===== config.mk =====
export PLATFORM = sky130hd
export DESIGN_NAME = mandel_pixel_scheduler_flat
export DESIGN_NICKNAME = d
export VERILOG_FILES = /design/src/rtl/mandel_pkg.sv /design/src/rtl/mandel_pixel_scheduler_if.sv /design/src/rtl/raster_counter.sv /design/src/rtl/mandel_pixel_scheduler.sv /design/src/flat_wrapper.sv
export SDC_FILE = /design/constraint.sdc
export NUM_CORES = 1
export LEC_CHECK = 0
export BUFFER_PORTS_ARGS = -buffer_cell sky130_fd_sc_hd__buf_2
export CAP_MARGIN = 40
export CORE_ASPECT_RATIO = 0.75
export CORE_MARGIN = 2
export CORE_UTILIZATION = 35
export CTS_CLUSTER_DIAMETER = 60
export DETAILED_ROUTE_END_ITERATION = 6
export HOLD_SLACK_MARGIN = 0.03
export PLACE_DENSITY_LB_ADDON = 0.05
export SLEW_MARGIN = 0
export SYNTH_ARGS = -nofsm -noshare
export SYNTH_HDL_FRONTEND = slang
export SYNTH_SLANG_ARGS = --single-unit

===== constraint.sdc =====
create_clock -name out_stream_aclk -period 3.4 [get_ports out_stream_aclk]
set_input_delay 0.17 -clock out_stream_aclk [delete_from_list [all_inputs] [get_ports out_stream_aclk]]
set_output_delay 0.17 -clock out_stream_aclk [all_outputs]
set_load 0.05 [all_outputs]

===== src/rtl/mandel_pkg.sv =====
`default_nettype none
// ============================================================================
//  Module      : mandel_pkg
//  Description : Shared types and defaults for the Mandelbrot pixel scheduler.
//  Revision    : 1.0
// ============================================================================
package mandel_pkg;

    localparam int XW = 10;
    localparam int YW = 9;

    localparam int DEF_X_SIZE      = 640;
    localparam int DEF_Y_SIZE      = 480;
    localparam int DEF_NUM_ENGINES = 4;
    localparam int DEF_ITER_W      = 8;

    typedef enum logic [1:0] {
        ST_IDLE  = 2'd0,
        ST_RUN   = 2'd1,
        ST_DRAIN = 2'd2
    } state_t;

endpackage
`default_nettype wire


===== src/rtl/mandel_pixel_scheduler_if.sv =====
`default_nettype none
// ============================================================================
//  Module      : mandel_pixel_scheduler_if
//  Description : Engine job/result lanes and pixel output stream of the scheduler.
//  Revision    : 1.0
// ============================================================================
interface mandel_pixel_scheduler_if #(
    parameter int NUM_ENGINES = mandel_pkg::DEF_NUM_ENGINES,
    parameter int ITER_W      = mandel_pkg::DEF_ITER_W
);
    logic [NUM_ENGINES-1:0]        job_valid;
    logic [NUM_ENGINES-1:0]        job_ready;
    logic [mandel_pkg::XW-1:0]     job_x;
    logic [mandel_pkg::YW-1:0]     job_y;
    logic [NUM_ENGINES-1:0]        res_valid;
    logic [NUM_ENGINES*ITER_W-1:0] res_iter;
    logic [NUM_ENGINES-1:0]        res_ack;
    logic                          pix_valid;
    logic                          pix_ready;
    logic [ITER_W-1:0]             pix_iter;
    logic                          pix_sof;
    logic                          pix_eol;

    modport master (
        output job_valid, job_x, job_y, res_ack,
        output pix_valid, pix_iter, pix_sof, pix_eol,
        input  job_ready, res_valid, res_iter, pix_ready
    );

    modport slave (
        input  job_valid, job_x, job_y, res_ack,
        input  pix_valid, pix_iter, pix_sof, pix_eol,
        output job_ready, res_valid, res_iter, pix_ready
    );
endinterface
`default_nettype wire


===== src/rtl/raster_counter.sv =====
`default_nettype none
// ============================================================================
//  Module      : raster_counter
//  Description : x/y raster walker; x wraps at X_SIZE-1 and then y advances.
//  Revision    : 1.0
// ============================================================================
module raster_counter
    import mandel_pkg::*;
#(
    parameter int X_SIZE = DEF_X_SIZE,
    parameter int Y_SIZE = DEF_Y_SIZE
) (
    input  logic          clk,
    input  logic          rst,
    input  logic          i_clear,
    input  logic          i_step,
    output logic [XW-1:0] o_x,
    output logic [YW-1:0] o_y,
    output logic          o_last_x,
    output logic          o_last_y,
    output logic          o_wrap
);

    logic [XW-1:0] r_x;
    logic [YW-1:0] r_y;

    assign o_x      = r_x;
    assign o_y      = r_y;
    assign o_last_x = (r_x == XW'(X_SIZE - 1));
    assign o_last_y = (r_y == YW'(Y_SIZE - 1));
    // Stepping off the final pixel of the frame.
    assign o_wrap   = i_step & o_last_x & o_last_y;

    always_ff @(posedge clk or posedge rst) begin
        if (rst) begin
            r_x <= '0;
            r_y <= '0;
        end else if (i_clear) begin
            r_x <= '0;
            r_y <= '0;
        end else if (i_step) begin
            if (o_last_x) begin
                r_x <= '0;
                r_y <= o_last_y ? '0 : r_y + YW'(1);
            end else begin
                r_x <= r_x + XW'(1);
            end
        end
    end

endmodule
`default_nettype wire


===== src/rtl/mandel_pixel_scheduler.sv =====
`default_nettype none
// ============================================================================
//  Module      : mandel_pixel_scheduler
//  Description : Issues raster jobs round-robin to the iteration engines and
//                retires their results in raster order onto the pixel stream.
//  Revision    : 1.0
// ============================================================================
module mandel_pixel_scheduler
    import mandel_pkg::*;
#(
    parameter int X_SIZE      = DEF_X_SIZE,
    parameter int Y_SIZE      = DEF_Y_SIZE,
    parameter int NUM_ENGINES = DEF_NUM_ENGINES,
    parameter int ITER_W      = DEF_ITER_W
) (
    input  logic                     out_stream_aclk,
    input  logic                     periph_reset,
    input  logic                     start,
    output logic                     busy,
    output logic                     frame_done,
    mandel_pixel_scheduler_if.master bus
);

    localparam int PW = $clog2(NUM_ENGINES);

    state_t                  r_state;
    logic [PW-1:0]           r_issue_ptr;
    logic [PW-1:0]           r_retire_ptr;
    logic [NUM_ENGINES-1:0]  r_busy_eng;
    logic                    r_busy;
    logic                    r_frame_done;
    logic                    r_pix_valid;
    logic [ITER_W-1:0]       r_pix_iter;
    logic                    r_pix_sof;
    logic                    r_pix_eol;
    logic                    r_pix_last;

    logic                    w_start_ok;
    logic                    w_issue_ok;
    logic                    w_issue_fire;
    logic                    w_retire;
    logic                    w_frame_end;
    logic [NUM_ENGINES-1:0]  w_busy_next;
    logic [ITER_W-1:0]       w_res_slice;

    logic [XW-1:0]           w_iss_x;
    logic [YW-1:0]           w_iss_y;
    logic                    w_iss_wrap;
    logic                    w_iss_last_x_unused;
    logic                    w_iss_last_y_unused;
    logic [XW-1:0]           w_ret_x;
    logic [YW-1:0]           w_ret_y;
    logic                    w_ret_last_x;
    logic                    w_ret_last_y;
    logic                    w_ret_wrap_unused;

    assign w_start_ok   = (r_state == ST_IDLE) & start;
    assign w_issue_ok   = (r_state == ST_RUN) & ~r_busy_eng[r_issue_ptr];
    assign w_issue_fire = w_issue_ok & bus.job_ready[r_issue_ptr];
    // Retire only the engine holding the oldest outstanding pixel, and only
    // when the output register is free or being emptied this cycle.
    assign w_retire     = (r_state != ST_IDLE) & r_busy_eng[r_retire_ptr]
                        & bus.res_valid[r_retire_ptr]
                        & (~r_pix_valid | bus.pix_ready);
    assign w_frame_end  = (r_state == ST_DRAIN) & r_pix_valid & bus.pix_ready & r_pix_last;
    assign w_res_slice  = bus.res_iter[int'(r_retire_ptr) * ITER_W +: ITER_W];

    raster_counter #(.X_SIZE(X_SIZE), .Y_SIZE(Y_SIZE)) u_issue_cnt (
        .clk      (out_stream_aclk),
        .rst      (periph_reset),
        .i_clear  (w_start_ok),
        .i_step   (w_issue_fire),
        .o_x      (w_iss_x),
        .o_y      (w_iss_y),
        .o_last_x (w_iss_last_x_unused),
        .o_last_y (w_iss_last_y_unused),
        .o_wrap   (w_iss_wrap)
    );

    raster_counter #(.X_SIZE(X_SIZE), .Y_SIZE(Y_SIZE)) u_retire_cnt (
        .clk      (out_stream_aclk),
        .rst      (periph_reset),
        .i_clear  (w_start_ok),
        .i_step   (w_retire),
        .o_x      (w_ret_x),
        .o_y      (w_ret_y),
        .o_last_x (w_ret_last_x),
        .o_last_y (w_ret_last_y),
        .o_wrap   (w_ret_wrap_unused)
    );

    always_comb begin
        bus.job_valid = '0;
        bus.res_ack   = '0;
        w_busy_next   = r_busy_eng;
        if (w_issue_ok) begin
            bus.job_valid[r_issue_ptr] = 1'b1;
        end
        if (w_retire) begin
            bus.res_ack[r_retire_ptr] = 1'b1;
            w_busy_next[r_retire_ptr] = 1'b0;
        end
        if (w_issue_fire) begin
            w_busy_next[r_issue_ptr] = 1'b1;
        end
    end

    always_ff @(posedge out_stream_aclk or posedge periph_reset) begin
        if (periph_reset) begin
            r_state      <= ST_IDLE;
            r_issue_ptr  <= '0;
            r_retire_ptr <= '0;
            r_busy_eng   <= '0;
            r_busy       <= 1'b0;
            r_frame_done <= 1'b0;
            r_pix_valid  <= 1'b0;
            r_pix_iter   <= '0;
            r_pix_sof    <= 1'b0;
            r_pix_eol    <= 1'b0;
            r_pix_last   <= 1'b0;
        end else begin
            r_frame_done <= 1'b0;
            r_busy_eng   <= w_busy_next;
            if (w_issue_fire) begin
                r_issue_ptr <= r_issue_ptr + PW'(1);
            end
            if (w_retire) begin
                r_retire_ptr <= r_retire_ptr + PW'(1);
            end

            case (r_state)
                ST_IDLE: begin
                    if (start) begin
                        r_state      <= ST_RUN;
                        r_busy       <= 1'b1;
                        r_issue_ptr  <= '0;
                        r_retire_ptr <= '0;
                        r_busy_eng   <= '0;
                    end
                end
                ST_RUN: begin
                    if (w_iss_wrap) begin
                        r_state <= ST_DRAIN;
                    end
                end
                ST_DRAIN: begin
                    if (w_frame_end) begin
                        r_state      <= ST_IDLE;
                        r_busy       <= 1'b0;
                        r_frame_done <= 1'b1;
                    end
                end
                default: r_state <= ST_IDLE;
            endcase

            if (w_retire) begin
                r_pix_valid <= 1'b1;
                r_pix_iter  <= w_res_slice;
                r_pix_sof   <= (w_ret_x == '0) && (w_ret_y == '0);
                r_pix_eol   <= w_ret_last_x;
                r_pix_last  <= w_ret_last_x & w_ret_last_y;
            end else if (bus.pix_ready) begin
                r_pix_valid <= 1'b0;
            end
        end
    end

    assign busy          = r_busy;
    assign frame_done    = r_frame_done;
    assign bus.job_x     = w_iss_x;
    assign bus.job_y     = w_iss_y;
    assign bus.pix_valid = r_pix_valid;
    assign bus.pix_iter  = r_pix_iter;
    assign bus.pix_sof   = r_pix_sof;
    assign bus.pix_eol   = r_pix_eol;

endmodule
`default_nettype wire


===== src/flat_wrapper.sv =====
// flat-port wrapper written by rule: the top's interface ports become plain ports
module mandel_pixel_scheduler_flat import mandel_pkg::*;
#(
    parameter int X_SIZE      = DEF_X_SIZE,
    parameter int Y_SIZE      = DEF_Y_SIZE,
    parameter int NUM_ENGINES = DEF_NUM_ENGINES,
    parameter int ITER_W      = DEF_ITER_W
)
  (out_stream_aclk, periph_reset, start, busy, frame_done, bus_job_valid, bus_job_x, bus_job_y, bus_res_ack, bus_pix_valid, bus_pix_iter, bus_pix_sof, bus_pix_eol, bus_job_ready, bus_res_valid, bus_res_iter, bus_pix_ready);
  mandel_pixel_scheduler_if #(.NUM_ENGINES(NUM_ENGINES), .ITER_W(ITER_W)) bus_i ();
  input  logic out_stream_aclk;
  input  logic periph_reset;
  input  logic start;
  output logic busy;
  output logic frame_done;
  output wire logic [$bits(bus_i.job_valid)-1:0] bus_job_valid;
  output wire logic [$bits(bus_i.job_x)-1:0] bus_job_x;
  output wire logic [$bits(bus_i.job_y)-1:0] bus_job_y;
  output wire logic [$bits(bus_i.res_ack)-1:0] bus_res_ack;
  output wire logic [$bits(bus_i.pix_valid)-1:0] bus_pix_valid;
  output wire logic [$bits(bus_i.pix_iter)-1:0] bus_pix_iter;
  output wire logic [$bits(bus_i.pix_sof)-1:0] bus_pix_sof;
  output wire logic [$bits(bus_i.pix_eol)-1:0] bus_pix_eol;
  input wire logic [$bits(bus_i.job_ready)-1:0] bus_job_ready;
  input wire logic [$bits(bus_i.res_valid)-1:0] bus_res_valid;
  input wire logic [$bits(bus_i.res_iter)-1:0] bus_res_iter;
  input wire logic [$bits(bus_i.pix_ready)-1:0] bus_pix_ready;
  assign bus_job_valid = bus_i.job_valid;
  assign bus_job_x = bus_i.job_x;
  assign bus_job_y = bus_i.job_y;
  assign bus_res_ack = bus_i.res_ack;
  assign bus_pix_valid = bus_i.pix_valid;
  assign bus_pix_iter = bus_i.pix_iter;
  assign bus_pix_sof = bus_i.pix_sof;
  assign bus_pix_eol = bus_i.pix_eol;
  assign bus_i.job_ready = bus_job_ready;
  assign bus_i.res_valid = bus_res_valid;
  assign bus_i.res_iter = bus_res_iter;
  assign bus_i.pix_ready = bus_pix_ready;
  mandel_pixel_scheduler #(.X_SIZE(X_SIZE), .Y_SIZE(Y_SIZE), .NUM_ENGINES(NUM_ENGINES), .ITER_W(ITER_W)) u_core (.out_stream_aclk(out_stream_aclk), .periph_reset(periph_reset), .start(start), .busy(busy), .frame_done(frame_done), .bus(bus_i));
endmodule

==> impl_metrics.ini <==
[finish]
final_layout_size_suffix_gt1_share_pct = 27.43
fin_area_mm2 = 0.004417
insertedDiodeCount = 0
layout.nets = 527
final_cell_mix = buf_2, nand2_1, dfrtp_1
final_common_cell = buf_2
fillers = 993
area_delta_synth_final_pct = 24.03

[setup_path]
critPathMaxFanout = 12
crit_family = simple AND/OR/NAND/NOR gates
crit_type = flip-flop to output port
cpPeakStageDelay_ns = 0.63
required_ns = 3.23
end_kind = output port
cp_num_buf_inv = 2
cp_cell_sequence = inv_4 > mux4_2 > nor2_1 > and2_1 > buf_2
critPathLaunchType = flip-flop
critical_path_arrival_ns = 2.78
cpMaxStageDelayCell = nor2_1

[die]
num_rows = 31
die_y_um = 91.36
die_area_mm2 = 0.01101
ioPinCount = 84
die_w_um = 120.5
initial_core_util_pct = 36.43
core_mm2 = 0.009774

[synthesis]
synth_area_per_cell_um2 = 9.297
async_flop_share_pct = 100.0
synth-main-ff-cell = dfrtp_1
synthesis.nets = 441
synthCells = 383
ys_seq_elements = 62
synth_top_area_share_pct = 43.57
syn_area_mm2 = 0.003561
synth_edf_count = 0
ys_types = 45
synth_warnings = 0
synth_area_leaders = dfrtp_1, nand2_1, mux4_2
synth_top_cell_by_area = dfrtp_1
synth.yosys.seq_area_share_pct = 43.57

[route]
remaining_drc_errors = 0
drt-vias-per-instance = 5.208
wl_um = 9236
drtPass1Iterations = 4
antenna_left = 0
drtIter0Drc = 319
post_drt_wl_per_cell_um = 15.24
dr_total_vias = 3156

[timing]
fmax_mhz = 339.3
worstMarginPinSlew_ns = 0.7543
skew_ns = 0.004733
rsz0062_at_grt = false
period_share_pct = 86.69
finalSetupViolations = 0
tns_ns = 0
relSlewSlack_pct = 49.53
setup_ws_ns = 0.4525
slew_viol_final = 0
finalCriticalPeriod_ns = 2.947
hold_viol = 0

[global_routing]
grt_pass1_wl_um = 15530
grt_overflow = 0
grt_pass1_vias = 3022
grt_max_degree = 34
grt_usage_pct = 18.06
antenna_found_initial = 0

[worst_hold_path]
hold_path.class = input pin to flip-flop

[cts]
post_cts_buffers = 0
clk_pin_slew_ns = 0.05
cts_tree = built
htreeDepth = 3
cts-root-buf = clkbuf_16
numCtsBuffers = 9
insertion_delay_ns = 0.33
clock_path_buffers = 2
clkSinkCount = 62

[run]
cap_viol_max_count = 0

[placed_design]
dp_slack_ns = 0.7083
place_area_mm2 = 0.004139
gp_congestion = 0.7967
hpwl_um = 6645
io_buffers = 83

[power]
ir_drop_mv = 0.5400
power_density_mw_per_mm2 = 727.4
power.leakage_uw = 0.002090

[outcome]
status = complete, no violations
[worst paths after layout]
check,startpoint,end,slack (ns),depth (start not counted)
max in group asynchronous,periph_reset,u_core.r_retire_ptr[1],2.01,4
max,u_core.r_retire_ptr[1],bus_res_ack[2],0.45,5
min reg2reg,u_core.bus.pix_iter[5],u_core.bus.pix_iter[5],0.47,2
min,bus_pix_ready,u_core.frame_done,0.18,3
min in group asynchronous,periph_reset,u_core.u_issue_cnt.o_x[4],0.51,3
max reg2reg,u_core.r_retire_ptr[1],u_core.u_retire_cnt.o_y[5],0.71,5
[worst register-to-register path: cells and delay by family, from the launching register on]
| kind | cells | cell delay, ns |
|---|---|---|
| compound gates | 1 | 0.15 |
| buf+inv | 1 | 0.15 |
| flops | 1 | 0.55 |
| mux | 1 | 0.61 |
| simple gates | 2 | 1.17 |
[through the flow]
| stage | power (uW) | hold WS (ns) | util, % | instances |
|---|---|---|---|---|
| 6_report | 3213 | 0.1763 | 45.19 | 606 |
| 5_1_grt | 3432 | 0.2021 | 45.19 | 606 |
| 4_1_cts | 3253 | 0.1768 | 45.19 | 606 |
| 3_5_place_dp | 2398 | 0.3601 | 42.35 | 589 |
| 3_3_place_gp | 2393 | 0.3464 | 42.06 | 588 |
| 2_1_floorplan | 2041 | 0.3498 | - | 383 |
[cells by family (layout without fill, tap and decap cells)]
| group | after synthesis | in the layout | share of synthesized area, % |
|---|---|---|---|
| and+or+nand+nor | 193 | 193 | 27.58 |
| DFF | 62 | 62 | 43.57 |
| AOI/OAI and AO/OA | 60 | 60 | 10.01 |
| buffers and inverters | 30 | 121 | 3.760 |
| muxes | 19 | 19 | 8.925 |
| adders and majority gates | 14 | 14 | 4.919 |
| xor gates and xnor gates | 5 | 5 | 1.230 |
[where the power goes]
part,internal [uW],switching (uW),total (uW),leakage (uW)
combinational,425,911,1340,0.00113
clock,506,329,835,0.000139
sequential,887,156,1040,0.000824
[flip-flops by register name (all words and copies together) (netlist names)]
signal                   flops
u_core.u_issue_cnt.o_x      10
u_core.u_retire_cnt.o_x     10
u_core.u_issue_cnt.o_y       9
u_core.u_retire_cnt.o_y      9
u_core.bus.pix_iter          8
u_core.r_busy_eng            4
u_core.r_issue_ptr           2
u_core.r_retire_ptr          2
u_core.r_state               2
u_core.bus.pix_eol           1
u_core.bus.pix_sof           1
u_core.bus.pix_valid         1
u_core.busy                  1
u_core.frame_done            1
u_core.r_pix_last            1
[what timing repair did]
action / in CTS / in global routing
hold buffers: 1 / 0
gates resized for setup: 0 / 0
hold endpoints to repair: 32 / 0
[layout make-up]
class,count,area [um^2],share of cell area (%)
clock buffers,11,242.7,5.496
inverters,13,51.30,1.161
clock inverters,5,25.02,0.5666
well taps,132,165.2,3.739
repair buffers,92,505.5,11.44
multi-input cells,291,1876,42.46
flip-flops and latches,62,1551,35.13
[cells in the mapped netlist, drive strengths merged (6+ instances only)]
cell type and count:
clkbuf 14, mux2i 7, o21ai 25, mux4 10, nor2 15, nor4 8, and2 13, ha 14
or3 6, nand4 7, dfrtp 62, or4 9, inv 13, nor3 8, nand3 27, nand2 76
a21oi 17
[routing by layer]
layer	global-route usage, %	vias to the layer above	part of all wire (%)
li1	-	1553	-
met1	28.58	1513	54
met2	23.31	82	40
met3	4.774	8	5.3
met4	5.814	0	1.0
met5	0	-	0
Power figures use the tool's default switching activity.
